--- src/rtl/apc_pkg.sv ---
// Shared constants and state encoding for the APC serial front-end.
package apc_pkg;

  localparam int FRAME_BITS = 612;
  localparam int KEY_BITS   = 256;
  localparam int BLOCK_BITS = 128;

  localparam int KEY_LSB = 0;
  localparam int PT_LSB  = 256;
  localparam int RSV_LSB = 384;

  typedef enum logic [2:0] {
    ST_IDLE  = 3'd0,
    ST_LOAD  = 3'd1,
    ST_START = 3'd2,
    ST_WAIT  = 3'd3,
    ST_OUT   = 3'd4
  } apc_fe_state_t;

endpackage

--- src/rtl/apc_bit_serializer.sv ---
// 128-bit parallel-in serial-out shifter, LSB first, exactly BLOCK_BITS valid cycles per load.
module apc_bit_serializer
  import apc_pkg::*;
(
  input  logic                  clk,
  input  logic                  rst,
  input  logic                  load,
  input  logic [BLOCK_BITS-1:0] din,
  input  logic                  abort,
  output logic                  dout,
  output logic                  dout_valid
);

  localparam logic [7:0] REM_LOAD = 8'(BLOCK_BITS - 1);

  logic [BLOCK_BITS-1:0] shift_q, shift_d;
  logic [7:0]            rem_q, rem_d;
  logic                  dout_q, dout_d;
  logic                  dout_valid_q, dout_valid_d;

  always_comb begin
    shift_d      = shift_q;
    rem_d        = rem_q;
    dout_d       = dout_q;
    dout_valid_d = dout_valid_q;
    if (abort) begin
      rem_d        = '0;
      dout_d       = 1'b0;
      dout_valid_d = 1'b0;
    end else if (load) begin
      // bit 0 goes straight to the output flop; the rest wait in the shifter
      shift_d      = {1'b0, din[BLOCK_BITS-1:1]};
      dout_d       = din[0];
      dout_valid_d = 1'b1;
      rem_d        = REM_LOAD;
    end else if (rem_q != 8'd0) begin
      shift_d      = {1'b0, shift_q[BLOCK_BITS-1:1]};
      dout_d       = shift_q[0];
      dout_valid_d = 1'b1;
      rem_d        = rem_q - 8'd1;
    end else begin
      dout_d       = 1'b0;
      dout_valid_d = 1'b0;
    end
  end

  always_ff @(posedge clk) begin
    if (rst) begin
      shift_q      <= '0;
      rem_q        <= '0;
      dout_q       <= 1'b0;
      dout_valid_q <= 1'b0;
    end else begin
      shift_q      <= shift_d;
      rem_q        <= rem_d;
      dout_q       <= dout_d;
      dout_valid_q <= dout_valid_d;
    end
  end

  assign dout       = dout_q;
  assign dout_valid = dout_valid_q;

endmodule

--- src/rtl/apc_serial_frontend.sv ---
// Engine-side APC front-end: deserializes the load frame, runs one AES handshake,
// and returns the ciphertext bit-serially.
//
// state    | meaning
// ST_IDLE  | asleep, waiting for frame bit 0
// ST_LOAD  | collecting frame bits, waiting for word_en commit
// ST_START | one-cycle aes_start pulse
// ST_WAIT  | waiting for aes_done
// ST_OUT   | serializer streaming ciphertext
module apc_serial_frontend
  import apc_pkg::*;
(
  input  logic                  clk,
  input  logic                  rst,
  input  logic                  data_in,
  input  logic                  data_in_valid,
  input  logic                  word_en,
  input  logic                  core_reset,
  output logic                  data_req,
  output logic                  sleep_out,
  output logic                  data_out,
  output logic                  data_out_valid,
  output logic                  frame_err,
  output logic [KEY_BITS-1:0]   aes_key,
  output logic [BLOCK_BITS-1:0] aes_pt,
  output logic                  aes_start,
  input  logic                  aes_done,
  input  logic [BLOCK_BITS-1:0] aes_ct
);

  localparam logic [9:0] CNT_FULL  = 10'(FRAME_BITS);
  localparam logic [9:0] CNT_PT    = 10'(PT_LSB);
  localparam logic [9:0] CNT_RSV   = 10'(RSV_LSB);
  localparam logic [6:0] OIDX_LAST = 7'(BLOCK_BITS - 1);

  apc_fe_state_t         state_q, state_d;
  logic [9:0]            cnt_q, cnt_d;
  logic [6:0]            oidx_q, oidx_d;
  logic [KEY_BITS-1:0]   key_q, key_d;
  logic [BLOCK_BITS-1:0] pt_q, pt_d;
  logic                  frame_err_q, frame_err_d;
  logic                  word_en_q, word_en_d;

  logic       we_rise;
  logic       abort;
  logic       ser_load;
  logic       wr_en;
  logic [9:0] wr_idx;

  always_comb begin
    state_d     = state_q;
    cnt_d       = cnt_q;
    oidx_d      = oidx_q;
    key_d       = key_q;
    pt_d        = pt_q;
    frame_err_d = frame_err_q;
    word_en_d   = word_en;
    wr_en       = 1'b0;
    wr_idx      = cnt_q;
    we_rise     = word_en & ~word_en_q;
    abort       = core_reset & ((state_q == ST_START) | (state_q == ST_WAIT) | (state_q == ST_OUT));
    ser_load    = (state_q == ST_WAIT) & aes_done & ~core_reset;

    case (state_q)
      ST_IDLE: begin
        if (data_in_valid) begin
          wr_en       = 1'b1;
          wr_idx      = '0;
          cnt_d       = 10'd1;
          frame_err_d = 1'b0;
          state_d     = ST_LOAD;
        end
      end
      ST_LOAD: begin
        if (data_in_valid) begin
          if (cnt_q == CNT_FULL) begin
            frame_err_d = 1'b1;
          end else begin
            wr_en = 1'b1;
            cnt_d = cnt_q + 10'd1;
          end
        end
        if (we_rise) begin
          if (cnt_q == CNT_FULL) begin
            state_d = ST_START;
          end else begin
            frame_err_d = 1'b1;
            cnt_d       = '0;
            state_d     = ST_IDLE;
          end
        end
      end
      ST_START: state_d = ST_WAIT;
      ST_WAIT: begin
        if (aes_done) begin
          oidx_d  = '0;
          state_d = ST_OUT;
        end
      end
      ST_OUT: begin
        oidx_d = oidx_q + 7'd1;
        if (oidx_q == OIDX_LAST) begin
          cnt_d   = '0;
          state_d = ST_IDLE;
        end
      end
      default: begin
        cnt_d   = '0;
        state_d = ST_IDLE;
      end
    endcase

    // an abort that coincides with a valid bit treats that bit as the next frame's bit 0
    if (abort) begin
      state_d = ST_IDLE;
      cnt_d   = '0;
      oidx_d  = '0;
      if (data_in_valid) begin
        wr_en       = 1'b1;
        wr_idx      = '0;
        cnt_d       = 10'd1;
        frame_err_d = 1'b0;
        state_d     = ST_LOAD;
      end
    end

    // field offsets are power-of-two aligned, so the low index bits address each field directly
    if (wr_en) begin
      if (wr_idx < CNT_PT) begin
        key_d[wr_idx[7:0]] = data_in;
      end else if (wr_idx < CNT_RSV) begin
        pt_d[wr_idx[6:0]] = data_in;
      end else if (data_in) begin
        frame_err_d = 1'b1;
      end
    end
  end

  always_ff @(posedge clk) begin
    if (rst) begin
      state_q     <= ST_IDLE;
      cnt_q       <= '0;
      oidx_q      <= '0;
      key_q       <= '0;
      pt_q        <= '0;
      frame_err_q <= 1'b0;
      word_en_q   <= 1'b0;
    end else begin
      state_q     <= state_d;
      cnt_q       <= cnt_d;
      oidx_q      <= oidx_d;
      key_q       <= key_d;
      pt_q        <= pt_d;
      frame_err_q <= frame_err_d;
      word_en_q   <= word_en_d;
    end
  end

  apc_bit_serializer u_ser (
    .clk        (clk),
    .rst        (rst),
    .load       (ser_load),
    .din        (aes_ct),
    .abort      (abort),
    .dout       (data_out),
    .dout_valid (data_out_valid)
  );

  assign data_req  = (state_q == ST_IDLE) | (state_q == ST_LOAD);
  assign sleep_out = (state_q == ST_IDLE);
  assign aes_start = (state_q == ST_START);
  assign frame_err = frame_err_q;
  assign aes_key   = key_q;
  assign aes_pt    = pt_q;

endmodule
--- config.mk ---
export PLATFORM = sky130hd
export DESIGN_NAME = apc_serial_frontend
export DESIGN_NICKNAME = d
export VERILOG_FILES = /design/src/rtl/apc_pkg.sv /design/src/rtl/apc_bit_serializer.sv /design/src/rtl/apc_serial_frontend.sv
export SDC_FILE = /design/constraint.sdc
export NUM_CORES = 1
export LEC_CHECK = 0
export BUFFER_PORTS_ARGS = -buffer_cell sky130_fd_sc_hd__buf_2
export CORE_MARGIN = 1.5
export CORE_UTILIZATION = 46
export CTS_BUF_LIST = sky130_fd_sc_hd__clkbuf_8
export DETAILED_ROUTE_END_ITERATION = 10
export PLACE_DENSITY = 0.7
export SYNTH_ARGS = -nofsm -noshare
export SYNTH_HDL_FRONTEND = slang
export SYNTH_SLANG_ARGS = --single-unit
--- constraint.sdc ---
create_clock -name clk -period 2.41 [get_ports clk]
set_input_delay 0.482 -clock clk [delete_from_list [all_inputs] [get_ports clk]]
set_output_delay 0.482 -clock clk [all_outputs]
set_load 0.005 [all_outputs]
Word level (Yosys, flattened, before mapping)
Index checks and enable logic that the tools add are counted.
- reductions and logical operators: 15
- bitwise operators: 11
- order comparisons: 6
- $add $sub $neg: 3
- eq/ne operators: 12
- multiplexer cells: 55
- operators by type and width (kind ; count):
    bitwise mux 256 bit ; 1
    two-way mux 128 bit ; 2
    bitwise mux 128 bit ; 1
    two-way mux 10 bit ; 11
    one-hot mux 10 bit (4 select lines) ; 1
    two-way mux 1 bit ; 24
    two-way mux 7 bit ; 3
    less-than comparator 10 x 9 -> 1 bit, second input constant ; 2
    two-way mux 3 bit ; 5
    one-hot mux 3 bit (5 select lines) ; 1
    one-hot mux 7 bit (2 select lines) ; 1
    adder 10 x 1 -> 10 bit, second input constant ; 1
    equality test 10 bit, second input constant ; 1
    less-than comparator 8 x 9 -> 1 bit, second input constant ; 1
    demux 1 bit (select 8 bit) ; 1
    >= comparator 8 x 1 -> 1 bit, second input constant ; 1
    less-than comparator 7 x 8 -> 1 bit, second input constant ; 1
    nonzero test 8 bit ; 1
    subtractor 8 x 1 -> 8 bit, second input constant ; 1
    adder 7 x 1 -> 7 bit, second input constant ; 1
    demux 1 bit (select 7 bit) ; 1
    equality test 7 bit, second input constant ; 1
    >= comparator 7 x 1 -> 1 bit, second input constant ; 1
    equality test 3 x 2 -> 1 bit, second input constant ; 2
    19 further kinds ; 36
- input bits: 135
- register bits: 544

Logic depth before layout (Yosys ltp)
- depth after elaboration: 12
- depth in mapped cells: 9
- mapped depth without buffers: 6

Modules after synthesis
A second synthesis with hierarchy kept.
- cells, all modules: 2854
- area total of the unflattened synthesis: 24562.3 um^2
- by module, submodules not included (module ; cells an instance ; area an instance (um^2) ; seq. area each (um^2) ; times used):
    apc_serial_frontend ; 2107 ; 17210.3 ; 8127.8 ; 1
    apc_bit_serializer ; 747 ; 7352.1 ; 2742.6 ; 1

Worst setup path after synthesis
Ideal clock, no wire load.
- path type: register to register
- start point: register state_q[2]
- end point: register pt_q[19], in the netlist aes_pt[19]
- stages on the path, launching flop included: 9
- slack: 0.215 ns
- arrival: 2.071 ns
- period minus slack after synthesis: 2.195 ns
- setup time: 0.124 ns
- required time: 2.286 ns
- cells stage by stage: dfxtp_1 > clkbuf_1 > or3b_2 > buf_2 > nor4_2 > buf_2 > nand3_1 > nand3b_1 > o21ai_0
- longest elaborated chain between the ends: 10
- RTL lines (what ; line ; text):
    start, declared ; apc_serial_frontend.sv:36 ; apc_fe_state_t state_q, state_d;
    start signal, assigned ; apc_serial_frontend.sv:149 ; state_q <= state_d;
    equality test 3 x 2 -> 1 bit ; apc_serial_frontend.sv:61 ; abort = core_reset & ((state_q == ST_START) | (state_q == ST_WAIT) | (state_q == ST_OUT));
    bitwise OR 1 bit (2 in series) ; apc_serial_frontend.sv:61 ;
    bitwise AND 1 bit ; apc_serial_frontend.sv:61 ;
    two-way mux 10 bit ; apc_serial_frontend.sv:114 ; if (abort) begin
    less-than comparator 7 x 8 -> 1 bit (implied by the code) or >= comparator 7 x 1 -> 1 bit (tied branches) ; apc_serial_frontend.sv:132 ; pt_d[wr_idx[6:0]] = data_in;
    logical AND 1 bit (implied by the code) ; apc_serial_frontend.sv:132 ;
    two-way mux 1 bit (implied by the code) ; apc_serial_frontend.sv:132 ;
    demux 1 bit (select 7 bit) ; apc_serial_frontend.sv:132 ;
    bitwise mux 128 bit ; apc_serial_frontend.sv:132 ;
    end signal, assigned ; apc_serial_frontend.sv:153 ; pt_q <= pt_d;
    end, declared ; apc_serial_frontend.sv:40 ; logic [BLOCK_BITS-1:0] pt_q, pt_d;
Several ways; a longest one is shown, not always the timed one.
A chain may end at the register's enable or synchronous reset.

Final worst setup path
- start point: register cnt_q[4]
- end point: register key_q[190], in the netlist aes_key[190]
- longest elaborated chain between the ends: 9
- RTL lines (what ; line ; text):
    start, declared ; apc_serial_frontend.sv:37 ; logic [9:0] cnt_q, cnt_d;
    start signal, assigned ; apc_serial_frontend.sv:150 ; cnt_q <= cnt_d;
    two-way mux 10 bit ; apc_serial_frontend.sv:66 ; if (data_in_valid) begin
    two-way mux 10 bit ; apc_serial_frontend.sv:64 ; case (state_q)
    two-way mux 10 bit ; apc_serial_frontend.sv:118 ; if (data_in_valid) begin
    two-way mux 10 bit ; apc_serial_frontend.sv:114 ;
    less-than comparator 8 x 9 -> 1 bit (implied by the code) or >= comparator 8 x 1 -> 1 bit (tied branches) ; apc_serial_frontend.sv:130 ; key_d[wr_idx[7:0]] = data_in;
    logical AND 1 bit (implied by the code) ; apc_serial_frontend.sv:130 ;
    two-way mux 1 bit (implied by the code) ; apc_serial_frontend.sv:130 ;
    demux 1 bit (select 8 bit) ; apc_serial_frontend.sv:130 ;
    bitwise mux 256 bit ; apc_serial_frontend.sv:130 ;
    end signal, assigned ; apc_serial_frontend.sv:152 ; key_q <= key_d;
    end, declared ; apc_serial_frontend.sv:39 ; logic [KEY_BITS-1:0] key_q, key_d;
Several ways; a longest one is shown, not always the timed one.

==> PnR_summary.wiki <==
{| class="wikitable"
! Metric !! Value
|-
| Result of the run || completed
|-
| Pre-CTS setup slack || ~70 ps
|-
| Startpoint-to-endpoint class of the critical path || flop to flop
|-
| Starting utilization of the core area || 46.5%
|-
| Cell depth of the worst flop-to-flop path || 4
|-
| Synth area leaders || dfxtp_1 (48%), nand3_1 (7.6%), a21oi_1 (7.6%)
|-
| Total count of max-transition violations in the final report || 0
|-
| Number of buffers created by CTS || a little over 90
|-
| R2r startpoint || cnt_q[4]
|-
| Maximum number of pins on one net before global-route repair || 146
|-
| Beginning of the worst hold path || word_en
|-
| Depth of the worst hold-timing path || 2
|-
| Total setup buffers inserted after CTS || 0
|-
| Core Area || 48700 µm²
|-
| Buffer cell driving the clock tree root || clkbuf_8
|-
| Post-route setup slack || between 80 and 90 ps
|-
| Fill cells || roughly 4400
|-
| Initial antenna violation count || 2
|-
| Arrival time at the worst endpoint || roughly 2800 ps
|-
| Full die area || between 50000 and 60000 µm²
|-
| Post-synth top cells || dfxtp_1 (543), nand2_1 (355), nand3_1 (345)
|-
| Worst slew pin tran || about 750 ps
|-
| Global-route wire length before repair || 128 mm
|-
| I/O Buffers || 524
|-
| Clock input transition at the sequential cells of the worst setup and hold paths || ~60 ps
|-
| Die outline height || 225 µm
|-
| Final-stage net count || between 3000 and 4000
|-
| Number of levels in the clock H-tree || 3
|-
| Aggregate negative setup slack || 0 ps
|-
| Number of max-cap violations || 0
|-
| HPWL reported at the end of detailed placement || just under 60 mm
|-
| Clk sink count || between 500 and 600
|-
| Post-synth top area share || 47.9%
|-
| CP max stage delay || 610 ps
|-
| Worst path top cell family by delay || simple AND/OR/NAND/NOR gates
|-
| Average wire per standard cell || 20.9 µm
|-
| Worst slew slack as a fraction of its limit || 49.8%
|-
| Sequence of cells on the critical path || and2_1 -> nand2_1 -> o21ai_0 -> a21oi_1
|-
| Flop-to-flop setup slack || 90 ps
|-
| Gp weighted congestion || around 0.9
|-
| Area grow syn2layout || 25.2%
|-
| Post-synth EDFFs || 0
|-
| Setup repair after global routing missed its margin || false
|-
| Async set-reset flop share out of synthesis || 0%
|-
| Total overflow reported by the global router || 0
|-
| IR Drop Worst-Case VDD || about 0.00057 V
|-
| Vias in the first global route || 22151
|-
| Sequential share of the synthesized area || 47.9%
|-
| Final Setup Violations || 0
|-
| Worst-case clock skew || roughly 23 ps
|-
| Net Count, Synth || about 3000
|-
| Number of buffers inserted by hold repair at cts || 0
|-
| First-pass DRT Iterations || 9
|-
| Leading register cell type out of synthesis || dfxtp_1
|-
| Worst R2R End || aes_key[190]
|-
| Final core utilization || approximately 58%
|-
| DRC marker count from the first detailed-route iteration || around 3000
|-
| Worst skew pair latency || 670 ps
|-
| Number of hold violations in the final report || 0
|-
| Critical-path top delay cell || dfxtp_1
|-
| Fmax || 0.430 GHz
|-
| Final critical delay including setup and external delays || about 2300 ps
|-
| End point of the most critical hold path || word_en_q
|-
| Maximum count of clock buffers along a single path || 3
|-
| Via count || between 20000 and 25000
|-
| Top-count cell post-synth || dfxtp_1
|-
| Type of the most critical hold path || input port to flop
|-
| Buf+Inv Stages, Crit Path || 0
|-
| Power density cells || 807 nW/µm²
|-
| Ratio of cells with drive above 1 in the final layout || between 20% and 30%
|-
| Overall die width || about 230 µm
|-
| Req. time, crit path || 2930 ps
|-
| Overall track demand over capacity in global routing || between 30% and 40%
|-
| Post-Syn Area || 22700 µm²
|-
| Row count || just over 80
|-
| Number of warning messages in the yosys log || 0
|-
| Final Routed Wirelength || 85.2 mm
|-
| Count of distinct cell types in the synthesized netlist || 57
|-
| Vias per cell || 5.93
|-
| CP Capture Type || flop
|-
| Final Cycle Share || 96.4%
|-
| Standby leakage power || about 11 nW
|-
| Highest fanout seen on the critical path || 16
|-
| #FFs+latches synth || about 540
|-
| Dominant cell type by area after synthesis || dfxtp_1
|-
| TritonCTS clock tree || built
|-
| DRC errors left || 0
|-
| Startpoint types || flop
|-
| Syn Area/Cell || 7.95 µm²
|-
| Final ANT Viol Nets || 0
|-
| Synthesized instance count || ~2900
|-
| I/O pin count || about 530
|}
[sequential cells by signal (all words and copies together) (netlist names)]
signal and cells:
aes_key 256, aes_pt 128, cnt_q 10, frame_err 1, oidx_q 7, state_q 3
u_ser.dout 1, u_ser.dout_valid 1, u_ser.rem_q 8, u_ser.shift_q 127, word_en_q 1
[cell families (layout without fill, tap and decap cells)]
logic type | Yosys count | in the layout | share of synthesized area [%]
xor+xnor | 5 | 5 | 0.193
compound gates | 831 | 831 | 20.9
fa+ha+maj | 5 | 5 | 0.276
mux | 57 | 57 | 2.52
simple gates | 1123 | 1123 | 23.1
other cells | 0 | 2 | 0
flops | 543 | 543 | 47.9
buf+inv | 290 | 840 | 5.07
[cell usage in the layout, fill, tap and decap left out, types with 6 or more instances in the layout]
master / n
dfxtp_1: 543
buf_2: 522
nand2_1: 353
nand3_1: 345
a21oi_1: 344
o21ai_0: 320
nor2_1: 232
a311oi_1: 130
buf_4: 128
clkbuf_8: 125
mux2i_1: 56
nor3_1: 29
inv_1: 28
nand2b_1: 27
nand3b_1: 19
nand4_1: 18
buf_12: 18
nor2b_1: 12
or3_1: 12
clkinv_2: 11
nor3_2: 10
nor2_2: 10
o31ai_1: 10
nor4_2: 7
or2_2: 6
[power breakdown]
group | total, W | leakage, nW | internal (W) | switching (W)
sequential | 0.0105 | 4.39 | 0.00997 | 0.000520
clock | 0.00853 | 1.08 | 0.00472 | 0.00381
combinational | 0.00389 | 5.95 | 0.00150 | 0.00239
[how the worst max path moves through the flow]
stage	endpoint	cells past startpoint	from
2_1_floorplan	aes_pt[19]	8	state_q[2]
3_3_place_gp	aes_key[226]	6	state_q[2]
3_5_place_dp	aes_key[98]	6	state_q[2]
4_1_cts	aes_key[98]	6	state_q[2]
5_1_grt	aes_key[15]	8	state_q[0]
6_report	aes_key[190]	4	cnt_q[4]
[cell type report]
class | count | area, µm² | share of cell area, %
clock inverter | 38 | 206 | 0.727
timing repair buffer | 670 | 3960 | 14.0
tap | 664 | 831 | 2.93
antenna | 2 | 5.00 | 0.0176
sequential | 543 | 10900 | 38.3
multi-input combinational | 2021 | 10800 | 37.9
inverter | 7 | 26.3 | 0.0926
clock buffer | 125 | 1720 | 6.06
[worst register-to-register path, delay by kind of cell, from the launching register on]
family	cells	cell delay, ps
simple gates	2	1030
flops	1	610
compound gates	2	540
[layer usage]
| metal | part of all wire [%] | global-route usage (%) | up-vias |
|---|---|---|---|
| li1 | - | - | 11076 |
| met1 | 38 | 40.6 | 11415 |
| met2 | 45 | 50.6 | 1429 |
| met3 | 12 | 9.62 | 214 |
| met4 | 4.3 | 15.5 | 0 |
| met5 | 0 | 0 | - |
[through the flow]
stage          hold WS (ps)  total power [W]  cells  cell area (µm²)
2_1_floorplan           448           0.0135   2854            22700
3_3_place_gp            441           0.0143   3905            26400
3_5_place_dp            448           0.0145   3905            26400
4_1_cts                11.6           0.0230   4068            28400
5_1_grt                51.5           0.0241   4070            28400
6_report               66.3           0.0229   4070            28400
[timing repair]
item / CTS / global route
resized for setup: 0 / 5
setup endpoints to repair: 0 / 24
hold endpoints to repair: 0 / 0
(Power assumes the default switching activity.)
